File: config.mk
export PLATFORM = sky130hd
export DESIGN_NAME = uart_mem_responder
export DESIGN_NICKNAME = d
export VERILOG_FILES = /design/src/rtl/uart_mem_responder.sv
export SDC_FILE = /design/constraint.sdc
export NUM_CORES = 1
export LEC_CHECK = 0
export CAP_MARGIN = 10
export CORE_MARGIN = 3
export CORE_UTILIZATION = 52
export DETAILED_ROUTE_END_ITERATION = 10
export MAX_ROUTING_LAYER = met4
export PLACE_DENSITY = 0.81
export RECOVER_POWER = 100
export SLEW_MARGIN = 15
export SYNTH_ARGS = -nofsm -noshare
export SYNTH_HDL_FRONTEND = slang
export SYNTH_SLANG_ARGS = --single-unit
export TNS_END_PERCENT = 100
File: constraint.sdc
create_clock -name clk -period 2.3 [get_ports clk]
set_input_delay 0.46 -clock clk [delete_from_list [all_inputs] [get_ports clk]]
set_output_delay 0.46 -clock clk [all_outputs]
set_load 0.005 [all_outputs]
File: src/rtl/uart_mem_responder.sv
// Device-side UART memory-load responder: decodes write/read command frames from
// the byte receiver, drives a 128x32 memory port, and streams read data back LSB first.
module uart_mem_responder #(
  parameter int unsigned TIMEOUT_CYCLES = 200000
) (
  input  logic        clk,
  input  logic        reset,
  input  logic        enable,
  input  logic [7:0]  rx_data,
  input  logic        rx_valid,
  output logic [7:0]  tx_data,
  output logic        tx_valid,
  input  logic        tx_ready,
  output logic [6:0]  mem_addr,
  output logic [31:0] mem_wdata,
  output logic        mem_we,
  output logic        mem_re,
  input  logic [31:0] mem_rdata,
  output logic        busy,
  output logic        frame_err
);

  localparam int unsigned IW = $clog2(TIMEOUT_CYCLES + 1);
  localparam logic [IW-1:0] IDLE_LAST = IW'(TIMEOUT_CYCLES - 1);
  localparam logic [IW-1:0] IDLE_ONE  = IW'(1);
  localparam logic [2:0]    CNT_TERM  = 3'd4;

  typedef enum logic [2:0] {
    IDLE,
    WR_DATA,
    WR_COMMIT,
    RD_REQ,
    RD_WAIT,
    TX_SEND
  } state_t;

  state_t        state;
  logic [2:0]    byte_cnt;
  logic [IW-1:0] idle_cnt;
  logic [31:0]   shreg;

  function automatic logic [2:0] byte_inc(input logic [2:0] c);
    return (c == CNT_TERM) ? c : c + 3'd1;
  endfunction

  // tx_data is the low byte of the response shift register, which is zero
  // whenever no response is in flight.
  assign tx_data = shreg[7:0];
  assign busy    = (state != IDLE);

  always_ff @(posedge clk or negedge reset) begin
    if (!reset) begin
      state     <= IDLE;
      byte_cnt  <= '0;
      idle_cnt  <= '0;
      shreg     <= '0;
      tx_valid  <= 1'b0;
      mem_addr  <= '0;
      mem_wdata <= '0;
      mem_we    <= 1'b0;
      mem_re    <= 1'b0;
      frame_err <= 1'b0;
    end else begin
      mem_we    <= 1'b0;
      mem_re    <= 1'b0;
      frame_err <= 1'b0;
      case (state)
        IDLE: begin
          if (enable && rx_valid) begin
            mem_addr <= rx_data[6:0];
            byte_cnt <= '0;
            idle_cnt <= '0;
            if (rx_data[7]) begin
              mem_wdata <= '0;
              state     <= WR_DATA;
            end else begin
              mem_re <= 1'b1;
              state  <= RD_REQ;
            end
          end
        end

        WR_DATA: begin
          if (!enable) begin
            mem_wdata <= '0;
            state     <= IDLE;
          end else if (rx_valid) begin
            idle_cnt <= '0;
            mem_wdata[8*byte_cnt[1:0] +: 8] <= rx_data;
            byte_cnt <= byte_inc(byte_cnt);
            if (byte_cnt == 3'd3) begin
              mem_we <= 1'b1;
              state  <= WR_COMMIT;
            end
          end else if (idle_cnt == IDLE_LAST) begin
            // This idle cycle is the TIMEOUT_CYCLES-th one since the last byte.
            frame_err <= 1'b1;
            mem_wdata <= '0;
            state     <= IDLE;
          end else begin
            idle_cnt <= idle_cnt + IDLE_ONE;
          end
        end

        WR_COMMIT: begin
          state <= IDLE;
        end

        RD_REQ: begin
          state <= RD_WAIT;
        end

        RD_WAIT: begin
          shreg    <= mem_rdata;
          tx_valid <= 1'b1;
          byte_cnt <= '0;
          state    <= TX_SEND;
        end

        TX_SEND: begin
          if (tx_ready) begin
            byte_cnt <= byte_inc(byte_cnt);
            if (byte_cnt == 3'd3) begin
              tx_valid <= 1'b0;
              shreg    <= '0;
              state    <= IDLE;
            end else begin
              shreg <= {8'h00, shreg[31:8]};
            end
          end
        end

        default: begin
          state <= IDLE;
        end
      endcase
    end
  end

endmodule

==> metrics.cfg, run 1 <==
[yosys]
syn_nets=489
ys_ff_latch=99
ys_seq_area_frac=0.515
synth_area_sq_mm=0.00481
synth_warnings=0
postSynthCellCount=436
ys_types=54
synth_area_per_cell_sq_um=11.0

[grt]
grt_overflow=0
grt_start_max_net_pins=50
groute.usage.overall=0.242
antenna_found_initial=0
grt_pass1_wl_mm=19.1
grt_pass1_vias=3882

[power_and_ir_drop]
p_leak_nw=2.72
vdd_drop_max_v=0.000596
p_per_area_mw_per_mm2=974

[clock_network]
clockRootBuffer=clkbuf_8
clock_sinks=99
cts_buffer_depth=2
htreeDepth=3
cts_buffers=9
clkTransAtPathRegs_ns=0.11
cts_hold_buf=0
cts_tree=done
clkLatencyLatePin_ns=0.37

[finish]
drive_gt1_frac=0.120
fin_cells=643
layout-area-overhead-vs-synth_pct=24.6
diodes=0
final_nets=583

[floorplanning]
core_sq_mm=0.00885
rows=34
dieArea_sq_mm=0.0104
initial_core_util=0.544
io_pins=97
die_w_um=102
dieHeight_um=102

[timing]
final_max_slew_viol_count=0
clock.fmax_mhz=473
fin_crit_ns=2.11
tightest_slew_ns=0.976
finalSetupViolations=0
period_share=0.919
fin_worst_skew_ns=0.0154
finalHoldViolCount=0
fin_tns_setup_ns=0
holdWs_ns=0.203
maxSlewHeadroom=0.349
rsz0062_at_grt=no

[setup_path]
path_cells=nor3_2 > inv_1 > clkdlybuf4s50_1
endpoint_kind=primary output
crit_fanout=12
critPathKind=reg2out
cpMaxStageDelayCell=dfrtp_2
cp_data_arrival_time_ns=1.65
cp_top_family=buffers and inverters
cp.required_ns=1.84
max_stage_delay_ns=0.51
critPathBufInv=2
startpoint_type=flop

[outcome]
status=complete, no violations

[drt]
wl_mm=11.4
vias=3737
drc=0
vias_per_cell=5.81
drtAntennaViolNets=0
drtPass1Iterations=4
wl_per_cell_um=17.7
drtIter0Drc=202

[min_path]
hold_path.class=in2async

[place]
dp_cells=626
dp_hpwl_mm=8.00
port_buffers=96
gp_congestion=0.882

[flow_run]
cap_violations=0

[worst register-to-register path: cells and delay by family (launching register included)]
kind,cells,cell delay (ns)
compound gates,3,0.88
fa+ha+maj,1,0.24
flops,1,0.41
simple gates,2,0.44
[report_power, final]
part / internal [mW] / switching (mW)
clock network: 0.535 / 0.650
logic: 0.973 / 1.27
registers: 2.15 / 0.252
total: 3.66 / 2.18
[layer usage]
metal / track usage / vias to the layer above / part of all wire
met2: 0.372 / 113 / 0.48
met4: 0.0646 / 0 / 0.015
met1: 0.329 / 1817 / 0.45
li1: - / 1793 / -
met5: - / - / 0
met3: 0.0505 / 14 / 0.051
[cell type report]
class | instances | area [sq um]
Clock buffer | 9 | 124
Tap cell | 108 | 135
Multi-Input combinational cell | 294 | 2040
Sequential cell | 99 | 2480
Timing Repair Buffer | 114 | 1070
Inverter | 12 | 52.6
Fill cell | 705 | 2860
Clock inverter | 7 | 95.1
[per-stage QoR]
step | power [mW] | area (sq um) | utilization | setup WS, ns
finish | 5.84 | 5990 | 0.677 | 0.186
global route | 6.26 | 5990 | 0.677 | 0.0399
CTS | 6.09 | 6080 | 0.688 | 0.0768
detailed placement | 4.88 | 5860 | 0.662 | 0.108
global placement | 4.77 | 5860 | 0.662 | 0.152
floorplan | 4.09 | 4810 | - | 0.422
[synthesized netlist by cell type, drive strengths merged]
cell / n / area share
a31oi: 6 / 0.0078
and2: 1 / 0.0018
and4bb: 1 / 0.0026
and4: 2 / 0.0036
a41oi: 2 / 0.0036
or3: 1 / 0.0023
nand2: 45 / 0.035
a21oi: 28 / 0.029
dfrtp: 99 / 0.51
a22o: 40 / 0.073
and3: 1 / 0.0013
a211o: 1 / 0.0018
o21bai: 2 / 0.0031
o211ai: 4 / 0.015
o31ai: 11 / 0.017
nor4: 4 / 0.011
inv: 12 / 0.011
nor2: 16 / 0.013
nand2b: 3 / 0.0039
o21a: 1 / 0.0016
nor3: 10 / 0.023
o21ai: 46 / 0.048
o211a: 1 / 0.0021
nor4b: 1 / 0.0018
a21o: 5 / 0.011
mux2: 7 / 0.016
nand4bb: 1 / 0.0023
nand3: 9 / 0.013
ha: 8 / 0.021
o41ai: 3 / 0.0055
nor3b: 24 / 0.037
nor2b: 2 / 0.0042
o31a: 1 / 0.0018
clkbuf: 7 / 0.0055
nand4: 6 / 0.014
buf: 24 / 0.039
or4: 1 / 0.0016
[worst paths after layout]
kind	to	startpoint	slack, ns	depth (start not counted)
min reg2reg	shreg[4]$_DFFE_PN0P_	shreg[4]$_DFFE_PN0P_	0.48	2
min in group clk	shreg[4]$_DFFE_PN0P_	shreg[4]$_DFFE_PN0P_	0.48	2
max	busy	state[0]$_DFFE_PN0P_	0.19	3
min	mem_wdata[30]$_DFFE_PN0P_	reset	0.20	1
max in group asynchronous	state[0]$_DFFE_PN0P_	reset	0.56	2
max reg2reg	mem_wdata[20]$_DFFE_PN0P_	idle_cnt[0]$_DFFE_PN0P_	0.22	6
[flip-flops by register name, summed over array words and instances (netlist names)]
register	count
mem_re	1
mem_wdata	32
frame_err	1
state	3
mem_addr	7
mem_we	1
idle_cnt	18
tx_valid	1
shreg	32
byte_cnt	3
[logic make-up after synthesis]
logic type               Yosys count  share of synthesized area
multiplexers                       7                     0.0164
AO/OA/AOI/OAI                    151                      0.220
adder cells (fa/ha/maj)            8                     0.0208
flip-flops                        99                      0.515
AND/OR/NAND/NOR                  128                      0.173
buffers and inverters             43                     0.0551
[cell usage in the layout, fill, tap and decap left out, types with 2 or more instances in the layout]
| master | instances |
|---|---|
| nor3b_1 | 24 |
| buf_4 | 11 |
| nand3_2 | 2 |
| a21oi_1 | 28 |
| nor4_1 | 2 |
| mux2_2 | 7 |
| dfrtp_2 | 2 |
| inv_1 | 11 |
| clkbuf_8 | 9 |
| ha_1 | 8 |
| and4_1 | 2 |
| nor3_1 | 3 |
| o21bai_1 | 2 |
| clkdlybuf4s50_1 | 43 |
| clkinv_4 | 2 |
| nand2_1 | 45 |
| o21ai_1 | 2 |
| nand2b_1 | 3 |
| nor3_2 | 2 |
| nor3_4 | 5 |
| o41ai_1 | 3 |
| dlygate4sd3_1 | 52 |
| nand3_1 | 7 |
| a41oi_1 | 2 |
| nor4_4 | 2 |
| nand4_1 | 4 |
| a21o_1 | 4 |
| a22o_1 | 40 |
| o31ai_1 | 11 |
| o21ai_0 | 44 |
| nand4_4 | 2 |
| clkbuf_2 | 5 |
| nor2_1 | 16 |
| inv_8 | 3 |
| o211ai_2 | 3 |
| clkbuf_1 | 3 |
| a31oi_1 | 5 |
| dfrtp_1 | 97 |
[what timing repair did]
action	4_1_cts	5_1_grt
gates resized for setup	2	1
setup endpoints to repair	1	1
buffers inserted	0	1
Power figures use the tool's default switching activity.
==> inputs of run 2 (changes only) <==
- CORE_UTILIZATION: 52 -> 45
- PLACE_DENSITY: 0.81 -> 0.71
==> run 2 against run 1 <==
Compared with the run above:
- global-route usage shrank 3.6 points
- worst hold slack gained 0.11 ns
- sequential power is essentially flat
- sequential share of layout area shrank 0.45 points
- cell area grew 1.0%
- utilization shrank 9.3 points
- clock skew shrank 0.0025 ns
- critical path depth is the same
- flip-flop and latch count is the same
- first-iteration DRC count grew 25%
- wire length is essentially flat
==> metrics.cfg, run 2 (same netlist as run 1, synthesis figures left out) <==
[outcome]
status=complete, no violations

[drt]
drtAntennaViolNets=0
vias=3655
drc=0
vias_per_cell=5.46
drtIter0Drc=252
wl_mm=11.4
drtPass1Iterations=4
wl_per_cell_um=16.9

[place]
place_area_sq_mm=0.00589
port_buffers=96
gp_congestion=0.850
dp_hpwl_mm=8.00

[grt]
groute.usage.overall=0.206
grt_overflow=0
grt_pass1_vias=3727
antenna_found_initial=0
grt_start_max_net_pins=50
grt_pass1_wl_mm=18.7

[setup_path]
reg2reg_slack_ns=0.24
endpoint_kind=primary output
critPathKind=reg2out
crit_fanout=6
worstReg2RegStart=idle_cnt[0]$_DFFE_PN0P_
startpoint_type=flop
startpoint=state[1]$_DFFE_PN0P_
cp_data_arrival_time_ns=1.66
cp.required_ns=1.84

[floorplanning]
io_pins=97
dieHeight_um=109
initial_core_util=0.464
rows=37
die_w_um=109
dieArea_sq_mm=0.0120
core_sq_mm=0.0104

[timing]
finalHoldViolCount=0
fin_worst_skew_ns=0.0129
period_share=0.921
fin_tns_setup_ns=0
tightest_slew_ns=1.16
finalSetupViolations=0
fin_crit_ns=2.12
clock.fmax_mhz=472
rsz0062_at_grt=no
maxSlewHeadroom=0.229
final_max_slew_viol_count=0

[power_and_ir_drop]
finalPower_mw=5.87
vdd_drop_max_v=0.000550
p_leak_nw=2.70
p_per_area_mw_per_mm2=970

[clock_network]
clock_sinks=99
clkTransAtPathRegs_ns=0.10
cts_buffer_depth=2
clkLatencyLatePin_ns=0.36
cts_buffers=9
htreeDepth=3
clockRootBuffer=clkbuf_8
cts_tree=done

[finish]
final_nets=582
drive_gt1_frac=0.116
final_common_cell=dfrtp_1
stdcell_area_sq_mm=0.00605
layout-area-overhead-vs-synth_pct=25.9
largestRegisters=mem_wdata x32, shreg x32, idle_cnt x18
final_cell_mix=dfrtp_1 (98), dlygate4sd3_1 (52), nand2_1 (45)
diodes=0

[flow_run]
cap_violations=0

[min_path]
hold_path.class=in2async

==> run 2: changes by cell type in the layout (fill, tap and decap cells not counted), sizes merged <==
cell,delta
clkinvlp,+3
inv,-3
clkinv,-2
clkbuf,+1
==> run 2: area by class of cell <==
type / count / area, sq um
timing repair buffer: 113 / 1070
fill: 923 / 4320
clock buffer: 11 / 151
clock inverter: 5 / 58.8
sequential: 99 / 2480
tap: 136 / 170
multi-input combinational: 294 / 2080
inverter: 12 / 46.3
==> run 2: critical path, stage by stage, from the launching register on <==
cell	delay [ns]
dfrtp_1	0.47
nor3_2	0.23
inv_1	0.13
clkdlybuf4s50_1	0.47
==> run 2: routing by layer <==
layer  part of all wire  wire, um  GRT usage  vias up
met5                  0         0          -        -
met4              0.025       286     0.0828        0
met3              0.041       460     0.0376       23
met2               0.48      5400      0.314       92
met1               0.46      5210      0.274     1753
li1                   -         -          -     1787
==> run 2: through the flow <==
step	hold slack [ns]	instances	utilization	setup WS (ns)
CTS	0.118	670	0.589	0.0284
global route	0.420	670	0.584	0.0661
global placement	0.454	654	0.568	0.208
detailed placement	0.457	654	0.568	0.160
floorplan	0.164	436	-	0.422
finish	0.317	670	0.584	0.182
==> run 2: power breakdown <==
part | leakage, nW | internal, mW | switching (mW)
registers | 1.31 | 2.15 | 0.251
logic | 1.28 | 1.02 | 1.28
clock network | 0.102 | 0.565 | 0.605
total | 2.70 | 3.74 | 2.13
==> run 2: final timing paths <==
path | to | cells after the start
setup / recovery | busy | 3
hold / removal | idle_cnt[9]$_DFFE_PN0P_ | 1
setup reg to reg | mem_wdata[17]$_DFFE_PN0P_ | 6
hold reg to reg | idle_cnt[17]$_DFFE_PN0P_ | 1
max in group asynchronous | mem_wdata[9]$_DFFE_PN0P_ | 2
min in group clk | idle_cnt[17]$_DFFE_PN0P_ | 1
==> run 2: timing repair <==
action                     CTS  global route
setup endpoints to repair    0             1
setup buffers                0             0
hold buffers                 0             0
resized for setup            0             2
